===== config.mk =====
export PLATFORM = sky130hd
export DESIGN_NAME = quad_step_decoder_flat
export DESIGN_NICKNAME = d
export VERILOG_FILES = /design/src/rtl/quad_step_decoder_pkg.sv /design/src/rtl/quad_step_decoder_if.sv /design/src/rtl/quad_debounce.sv /design/src/rtl/quad_step_decoder.sv /design/src/flat_wrapper.sv
export SDC_FILE = /design/constraint.sdc
export NUM_CORES = 1
export LEC_CHECK = 0
export BUFFER_PORTS_ARGS = -buffer_cell sky130_fd_sc_hd__buf_4
export CORE_MARGIN = 3
export CORE_UTILIZATION = 40
export CTS_CLUSTER_SIZE = 20
export DETAILED_ROUTE_END_ITERATION = 7
export MAX_ROUTING_LAYER = met4
export PLACE_DENSITY = 0.63
export SETUP_SLACK_MARGIN = 0.1
export SYNTH_ARGS = -nofsm -noshare
export SYNTH_HDL_FRONTEND = slang
export SYNTH_HIERARCHICAL = 1
export SYNTH_SLANG_ARGS = --single-unit

===== constraint.sdc =====
create_clock -name CLK -period 2.82 [get_ports CLK]
set_clock_uncertainty 0.15 [all_clocks]
set_input_delay 0.282 -clock CLK [delete_from_list [all_inputs] [get_ports CLK]]
set_output_delay 0.282 -clock CLK [all_outputs]
set_load 0.02 [all_outputs]

===== src/rtl/quad_step_decoder_pkg.sv =====
// Shared definitions for the quadrature step decoder: debounce FSM states,
// movement classes and the quadrature transition classifier.
package quad_step_decoder_pkg;

  // Debounce FSM: INIT learns the resting position, TRACK reports changes.
  typedef enum logic [0:0] {
    ST_INIT  = 1'b0,
    ST_TRACK = 1'b1
  } deb_state_e;

  // Classification of one debounced {A,B} transition.
  typedef enum logic [1:0] {
    MOVE_NONE    = 2'd0,
    MOVE_UP      = 2'd1,
    MOVE_DOWN    = 2'd2,
    MOVE_ILLEGAL = 2'd3
  } move_e;

  // Quadrature positions, {A,B}.
  localparam logic [1:0] AB_00 = 2'b00;
  localparam logic [1:0] AB_01 = 2'b01;
  localparam logic [1:0] AB_11 = 2'b11;
  localparam logic [1:0] AB_10 = 2'b10;

  // Up cycle is 00->01->11->10->00, down is the reverse; a jump of two
  // positions (both channels changed) cannot be attributed to a direction.
  function automatic move_e classify_move(input logic [1:0] old_ab,
                                          input logic [1:0] new_ab);
    move_e m;
    case ({old_ab, new_ab})
      {AB_00, AB_01}, {AB_01, AB_11}, {AB_11, AB_10}, {AB_10, AB_00}: m = MOVE_UP;
      {AB_00, AB_10}, {AB_10, AB_11}, {AB_11, AB_01}, {AB_01, AB_00}: m = MOVE_DOWN;
      {AB_00, AB_11}, {AB_11, AB_00}, {AB_01, AB_10}, {AB_10, AB_01}: m = MOVE_ILLEGAL;
      default: m = MOVE_NONE;
    endcase
    return m;
  endfunction

endpackage


===== src/rtl/quad_step_decoder_if.sv =====
// Encoder pins and decoded outputs of the quadrature step decoder.
// master = encoder/board side, slave = decoder.
interface quad_step_decoder_if #(
  parameter int CNT_WIDTH = 4
);
  logic                 ENC_A;
  logic                 ENC_B;
  logic                 STEP;
  logic                 DIR;
  logic                 ERR;
  logic [CNT_WIDTH-1:0] COUNT;

  modport master (output ENC_A, output ENC_B,
                  input  STEP, input DIR, input ERR, input COUNT);
  modport slave  (input  ENC_A, input ENC_B,
                  output STEP, output DIR, output ERR, output COUNT);
endinterface


===== src/rtl/quad_debounce.sv =====
// Two-flop synchroniser plus shared-counter pair debounce for the encoder
// channels. INIT silently adopts the resting position; TRACK raises a
// registered one-cycle upd with the previous debounced value in old_ab.
module quad_debounce
  import quad_step_decoder_pkg::*;
#(
  parameter int DEB_WIDTH = 16
) (
  input  logic       CLK,
  input  logic       RESET,
  input  logic       enc_a,
  input  logic       enc_b,
  output logic [1:0] deb_ab,
  output logic       upd,
  output logic [1:0] old_ab
);

  localparam logic [DEB_WIDTH-1:0] DEB_MAX  = {DEB_WIDTH{1'b1}};
  localparam logic [DEB_WIDTH-1:0] DEB_ZERO = {DEB_WIDTH{1'b0}};
  localparam logic [DEB_WIDTH-1:0] DEB_ONE  = {{(DEB_WIDTH-1){1'b0}}, 1'b1};

  logic                 a_meta_r, a_sync_r, b_meta_r, b_sync_r;
  logic [1:0]           ab_s;
  deb_state_e           state_r, state_nxt_s;
  logic [1:0]           deb_r, deb_nxt_s;
  logic [1:0]           old_r, old_nxt_s;
  logic [DEB_WIDTH-1:0] cnt_r, cnt_nxt_s;
  logic                 upd_r, upd_nxt_s;

  // Bring both asynchronous pins into the CLK domain, nothing between flops.
  always_ff @(posedge CLK or posedge RESET) begin
    if (RESET) begin
      a_meta_r <= 1'b0;
      a_sync_r <= 1'b0;
      b_meta_r <= 1'b0;
      b_sync_r <= 1'b0;
    end else begin
      a_meta_r <= enc_a;
      a_sync_r <= a_meta_r;
      b_meta_r <= enc_b;
      b_sync_r <= b_meta_r;
    end
  end

  assign ab_s = {a_sync_r, b_sync_r};

  // Debounce state register.
  always_ff @(posedge CLK or posedge RESET) begin
    if (RESET) begin
      state_r <= ST_INIT;
      deb_r   <= 2'b00;
      old_r   <= 2'b00;
      cnt_r   <= DEB_ZERO;
      upd_r   <= 1'b0;
    end else begin
      state_r <= state_nxt_s;
      deb_r   <= deb_nxt_s;
      old_r   <= old_nxt_s;
      cnt_r   <= cnt_nxt_s;
      upd_r   <= upd_nxt_s;
    end
  end

  // Next-state logic: one counter measures how long the pair has differed.
  always_comb begin
    state_nxt_s = state_r;
    deb_nxt_s   = deb_r;
    old_nxt_s   = old_r;
    cnt_nxt_s   = cnt_r;
    upd_nxt_s   = 1'b0;
    case (state_r)
      ST_INIT: begin
        deb_nxt_s = ab_s;
        if (ab_s != deb_r) begin
          cnt_nxt_s = DEB_ZERO;
        end else begin
          cnt_nxt_s = cnt_r + DEB_ONE;
        end
        if (cnt_r == DEB_MAX) begin
          state_nxt_s = ST_TRACK;
        end else begin
          state_nxt_s = ST_INIT;
        end
      end
      ST_TRACK: begin
        if (ab_s == deb_r) begin
          cnt_nxt_s = DEB_ZERO;
        end else if (cnt_r != DEB_MAX) begin
          cnt_nxt_s = cnt_r + DEB_ONE;
        end else begin
          deb_nxt_s = ab_s;
          old_nxt_s = deb_r;
          cnt_nxt_s = DEB_ZERO;
          upd_nxt_s = 1'b1;
        end
      end
      default: begin
        state_nxt_s = ST_INIT;
        cnt_nxt_s   = DEB_ZERO;
      end
    endcase
  end

  assign deb_ab = deb_r;
  assign old_ab = old_r;
  assign upd    = upd_r;

endmodule


===== src/rtl/quad_step_decoder.sv =====
// Quadrature encoder front end: debounced x4 decode into step/error pulses,
// a held direction flag and a wrapping step count shown active-low.
module quad_step_decoder
  import quad_step_decoder_pkg::*;
#(
  parameter int DEB_WIDTH = 16,
  parameter int CNT_WIDTH = 4
) (
  input logic                CLK,
  input logic                RESET,
  quad_step_decoder_if.slave bus
);

  localparam logic [CNT_WIDTH-1:0] CNT_ONE  = {{(CNT_WIDTH-1){1'b0}}, 1'b1};
  localparam logic [CNT_WIDTH-1:0] CNT_ZERO = {CNT_WIDTH{1'b0}};

  logic [1:0]           deb_ab_s, old_ab_s;
  logic                 upd_s;
  move_e                move_s;
  logic                 step_r, step_nxt_s;
  logic                 err_r, err_nxt_s;
  logic                 dir_r, dir_nxt_s;
  logic [CNT_WIDTH-1:0] cnt_r, cnt_nxt_s;
  logic [CNT_WIDTH-1:0] count_r;

  quad_debounce #(
    .DEB_WIDTH(DEB_WIDTH)
  ) u_debounce (
    .CLK    (CLK),
    .RESET  (RESET),
    .enc_a  (bus.ENC_A),
    .enc_b  (bus.ENC_B),
    .deb_ab (deb_ab_s),
    .upd    (upd_s),
    .old_ab (old_ab_s)
  );

  // Classify the accepted transition and derive the next output values.
  always_comb begin
    move_s     = MOVE_NONE;
    step_nxt_s = 1'b0;
    err_nxt_s  = 1'b0;
    dir_nxt_s  = dir_r;
    cnt_nxt_s  = cnt_r;
    if (upd_s) begin
      move_s = classify_move(old_ab_s, deb_ab_s);
    end else begin
      move_s = MOVE_NONE;
    end
    case (move_s)
      MOVE_UP: begin
        step_nxt_s = 1'b1;
        dir_nxt_s  = 1'b1;
        cnt_nxt_s  = cnt_r + CNT_ONE;
      end
      MOVE_DOWN: begin
        step_nxt_s = 1'b1;
        dir_nxt_s  = 1'b0;
        cnt_nxt_s  = cnt_r - CNT_ONE;
      end
      MOVE_ILLEGAL: begin
        err_nxt_s = 1'b1;
      end
      default: begin
        step_nxt_s = 1'b0;
      end
    endcase
  end

  // Output registers; the LED-facing count is kept pre-inverted.
  always_ff @(posedge CLK or posedge RESET) begin
    if (RESET) begin
      step_r  <= 1'b0;
      err_r   <= 1'b0;
      dir_r   <= 1'b0;
      cnt_r   <= CNT_ZERO;
      count_r <= ~CNT_ZERO;
    end else begin
      step_r  <= step_nxt_s;
      err_r   <= err_nxt_s;
      dir_r   <= dir_nxt_s;
      cnt_r   <= cnt_nxt_s;
      count_r <= ~cnt_nxt_s;
    end
  end

  assign bus.STEP  = step_r;
  assign bus.ERR   = err_r;
  assign bus.DIR   = dir_r;
  assign bus.COUNT = count_r;

endmodule


===== src/flat_wrapper.sv =====
// flat-port wrapper written by rule: the top's interface ports become plain ports
module quad_step_decoder_flat import quad_step_decoder_pkg::*;
#(
  parameter int DEB_WIDTH = 16,
  parameter int CNT_WIDTH = 4
)
  (CLK, RESET, bus_ENC_A, bus_ENC_B, bus_STEP, bus_DIR, bus_ERR, bus_COUNT);
  quad_step_decoder_if #(.CNT_WIDTH(CNT_WIDTH)) bus_i ();
  input logic CLK;
  input logic RESET;
  input wire logic [$bits(bus_i.ENC_A)-1:0] bus_ENC_A;
  input wire logic [$bits(bus_i.ENC_B)-1:0] bus_ENC_B;
  output wire logic [$bits(bus_i.STEP)-1:0] bus_STEP;
  output wire logic [$bits(bus_i.DIR)-1:0] bus_DIR;
  output wire logic [$bits(bus_i.ERR)-1:0] bus_ERR;
  output wire logic [$bits(bus_i.COUNT)-1:0] bus_COUNT;
  assign bus_i.ENC_A = bus_ENC_A;
  assign bus_i.ENC_B = bus_ENC_B;
  assign bus_STEP = bus_i.STEP;
  assign bus_DIR = bus_i.DIR;
  assign bus_ERR = bus_i.ERR;
  assign bus_COUNT = bus_i.COUNT;
  quad_step_decoder #(.DEB_WIDTH(DEB_WIDTH), .CNT_WIDTH(CNT_WIDTH)) u_core (.CLK(CLK), .RESET(RESET), .bus(bus_i));
endmodule

# Word level (Yosys, flattened, before mapping)
# Memories as Yosys holds them, arrays and structs flattened.
# Cells that the tools add are included.
dict set report classes {
  addsub 3
  n_eq_ne 9
  muxes 17
  bitwise 4
  reduce_logical 4
}
# operator count
set op_table {}
lappend op_table {{16-bit two-way mux} 3}
lappend op_table {{16-bit case mux with 2 select lines} 1}
lappend op_table {{16-bit by 1-bit adder with 16-bit output (second input constant)} 1}
lappend op_table {{16-bit == test (second input constant)} 1}
lappend op_table {{16-bit != test (second input constant)} 1}
lappend op_table {{4-bit case mux with 2 select lines} 1}
lappend op_table {{1-bit two-way mux} 7}
lappend op_table {{2-bit two-way mux} 3}
lappend op_table {{4-bit by 1-bit adder with 4-bit output (second input constant)} 1}
lappend op_table {{2-bit == test (second input constant)} 2}
lappend op_table {{2-bit != test (second input constant)} 2}
lappend op_table {{4-bit NOT} 1}
lappend op_table {{2-bit case mux with 2 select lines} 1}
lappend op_table {{4-bit by 1-bit subtractor with 4-bit output (second input constant)} 1}
lappend op_table {{1-bit NOT} 3}
lappend op_table {{3-bit AND reduction} 1}
lappend op_table {{2-bit by 1-bit == test with 1-bit output (second input constant)} 1}
lappend op_table {{2-bit == test} 1}
lappend op_table {{2-bit != test} 1}
lappend op_table {{1-bit case mux with 2 select lines} 1}
lappend op_table {{2-bit AND reduction} 1}
lappend op_table {{2-bit nonzero test} 1}
lappend op_table {{2-bit OR reduction} 1}
dict set report totals {
  ff_bits 37
  mem_bits_ro 32
  inputBits 4
  out_inout_bits 7
  word_cells 52
  memories 1
}
# name depth word_bits rd rd_clocked_by_memory_dff write_ports line_no
set memory_table {}
lappend memory_table {{(name not given)} 16 2 1 0 0 quad_step_decoder_pkg.sv:30} ;# case ({old_ab, new_ab})

# Logic depth before layout (Yosys ltp)
# An unclocked memory read counts as a cell.
dict set report depth {
  depth_word 5
  depth_mapped 11
  ltp_nobuf 11
}

# Cells and area by module
# The synthesis kept the hierarchy.
# module n_inst cells_each area_each_um2 seq_area_each_um2
set modules_own_cells {}
lappend modules_own_cells {quad_debounce 1 102 1184.9 650.6}
lappend modules_own_cells {quad_step_decoder 1 49 553.0 280.3}

# Worst setup path before layout
# Ideal clock, no wire load.
dict set report synth_path {
  path_type {reg2reg}
  start {reg u_core.u_debounce.deb_r[0], in the netlist u_core/u_debounce/deb_ab[0]}
  end {reg (tool-made name)}
  setup_ns 0.124
  arrival_ns 2.061
  required_ns 2.546
  path_slack_ns 0.486
  stages_incl_launch_ff 12
  n_path_buf 0
  period_less_slack_ns 2.334
  path_cell_list {dfrtp_1 nor2b_1 o21ai_0 o21ai_0 and2_1 ha_1 xor2_1 ha_1 a21oi_1 xnor2_1 nand2_1 xnor2_1}
}
# element line_no
set synth_rtl {}
lappend synth_rtl {{start: declaration} quad_debounce.sv:25} ;# logic [1:0] deb_r, deb_nxt_s;
lappend synth_rtl {{start signal: assignment} quad_debounce.sv:57} ;# deb_r <= deb_nxt_s;

==> reports/results.tsv <==
metric	value	unit
outcome	complete, no violations	
cp_max_fo	8	
clkSinkCount	37	
gp_congestion	0.771	
fin_setup_tns	0	ns
max_slew_margin	36.0	%
die_height	71.9	µm
drt_iter0_drc	60	
clockRootBuffer	clkbuf_8	
maxSlewViolCount	0	
portBuffers	10	
synth_top_cell_by_area	dfrtp_1	
tritoncts	done	
grt_max_degree	27	
ys_types	37	
finalPower	0.955	mW
ir_drop	0.270	mV
die_area	0.00517	mm²
syn_nets	160	
reg2regPathDepth	11	
clock_latency	0.28	ns
finalHoldViolCount	0	
post_synth_main_area_contributors	dfrtp_1, dfstp_2, xnor2_1, xor2_1, ha_1	
die_w	71.9	µm
worst_pin_slew	0.959	ns
fin_crit	2.49	ns
netSwitchingFraction	21.4	%
dr.pass1.iters	4	
utilization	48.6	%
wire_per_inst	12.8	µm
diodes	0	
synth_cells	151	
avgSynthCellArea	11.5	µm²
initial_utilization	42.5	%
synthArstFlopShare	100	%
grt_pass1_wl	5.00	mm
num_rows	23	
setup_viol	0	
path_class	reg -> reg	
hpwl	2.03	mm
required	2.84	ns
wirelength	2.81	mm
rsz0062_at_grt	false	
grt_pass1_vias	1174	
yosys-top-cells-count	dfrtp_1, nor2_1, xnor2_1	
pwr-share-comb	3.9	%
endpoint_kind	flop	
synth_top_area_share	47.5	%
ys_warn_count	6	
maxCapViolCount	0	
area_delta_synth_final	14.2	%
p_seq_share	57.2	%
layout.nets	178	
cts_inserted_buffers	5	
fin_crit_sh	88.2	%
power_frac_clock	38.9	%
ant_nets	0	
critPathLaunchType	flop	
p_per_area	481	mW/mm²
max_freq	402	MHz
grt.overflow.total	0	
core_area	0.00409	mm²
vias	1106	
antenna_found_initial	0	
synth-edff-count	0	
seq_area_frac_synth	53.6	%
critPathArrivalTime	2.51	ns
layout-drive-gt1-share	20.0	%
cts_max_level	2	
p_leak	0.901	nW
synth_seq_cells	37	
p_sw	0.204	mW
internal_power	0.751	mW
syn-cell-area	0.00174	mm²
hold_depth	0	
io_pins	11	
hold_path.class	reg -> reg	
cts_buffer_depth	2	
regToRegSetupSlack	0.33	ns
drc	0	
clk_pin_slew	0.07	ns
synth_most_common_cell	dfrtp_1	
viasPerCell	5.03	
grt.total_usage	12.8	%
synth-main-ff-cell	dfrtp_1	
-- critical path, cell delays in order (launching register included) --
cell and delay [ns]:
dfrtp_2 0.47, nor2b_1 0.17, o21ai_0 0.16, o21ai_0 0.09, and2_1 0.19, ha_1 0.27, xor2_1 0.19, ha_1 0.18
a21oi_1 0.14, xnor2_1 0.13, nand2_1 0.10, xnor2_1 0.13
-- per-layer routing --
metal  wire (µm)  track usage (%)
met3         111             3.46
met4          43             5.85
met1        1240             13.7
met2        1410             21.9
met5           0                -
-- power groups by stage --
stage / registers (mW) / logic (mW) / clock network [mW]
global route: 0.547 / 0.0432 / 0.414
finish: 0.546 / 0.0375 / 0.372
CTS: 0.546 / 0.0390 / 0.384
global placement: 0.555 / 0.0345 / 0
detailed placement: 0.556 / 0.0355 / 0
floorplan: 0.554 / 0.0275 / 0
-- worst paths after layout --
check                                       startpoint                           to
setup reg to reg           u_core/u_debounce/deb_ab[0]                         flop
hold / removal              u_core/u_debounce/a_meta_r   u_core/u_debounce/a_sync_r
max in group asynchronous                        RESET  u_core/u_debounce/deb_ab[0]
setup / recovery           u_core/u_debounce/deb_ab[0]                         flop
min in group asynchronous                        RESET               u_core/bus.ERR
hold reg to reg             u_core/u_debounce/a_meta_r   u_core/u_debounce/a_sync_r
-- cells in the final DEF (no fill, tap or decap), drive strengths merged, types with 6 or more instances in the layout --
cell type  count
dfrtp         33
nor2          16
xnor2         11
buf           10
xor2          10
inv            9
clkbuf         8
nand2          7
a21oi          7
nand4          7
nand3          6
-- sequential cells by signal, indices dropped and copies added (netlist names), 2 cells and up, named ones only --
register and count:
u_core/bus.COUNT 4, u_core/cnt_r 2, u_core/u_debounce/cnt_r 16, u_core/u_debounce/deb_ab 2, u_core/u_debounce/old_ab 2
-- logic make-up (layout without fill, tap and decap cells) --
family / after synthesis / after routing / synth area share (%)
flip-flops: 37 / 37 / 53.6
AND/OR/NAND/NOR: 55 / 55 / 18.8
adder cells (fa/ha/maj): 5 / 5 / 3.60
XOR/XNOR: 21 / 21 / 10.6
AO/OA/AOI/OAI: 15 / 15 / 5.98
buffers and inverters: 11 / 30 / 2.66
multiplexers: 7 / 7 / 4.82
-- layout make-up --
type,instances,area [µm²]
clock buffers,8,90.1
fillers,382,2100
inverters,9,33.8
multi-input cells,103,761
flip-flops and latches,37,932
well taps,50,62.6
repair buffers,13,105
-- what timing repair did --
action,4_1_cts,5_1_grt
hold endpoints to repair,9,0
setup endpoints to repair,0,1
hold buffers,3,0
gates resized for setup,0,1
setup buffers,0,0
-- stage by stage --
stage / cell area [µm²] / cells / setup slack, ns / hold slack (ns)
floorplan: 1740 / 151 / 0.486 / -0.0184
global placement: 1860 / 209 / 0.414 / 0.144
detailed placement: 1860 / 209 / 0.302 / 0.156
CTS: 1980 / 220 / 0.283 / 0.201
global route: 1980 / 220 / 0.128 / 0.203
finish: 1980 / 220 / 0.332 / 0.199
(Power assumes the default switching activity.)
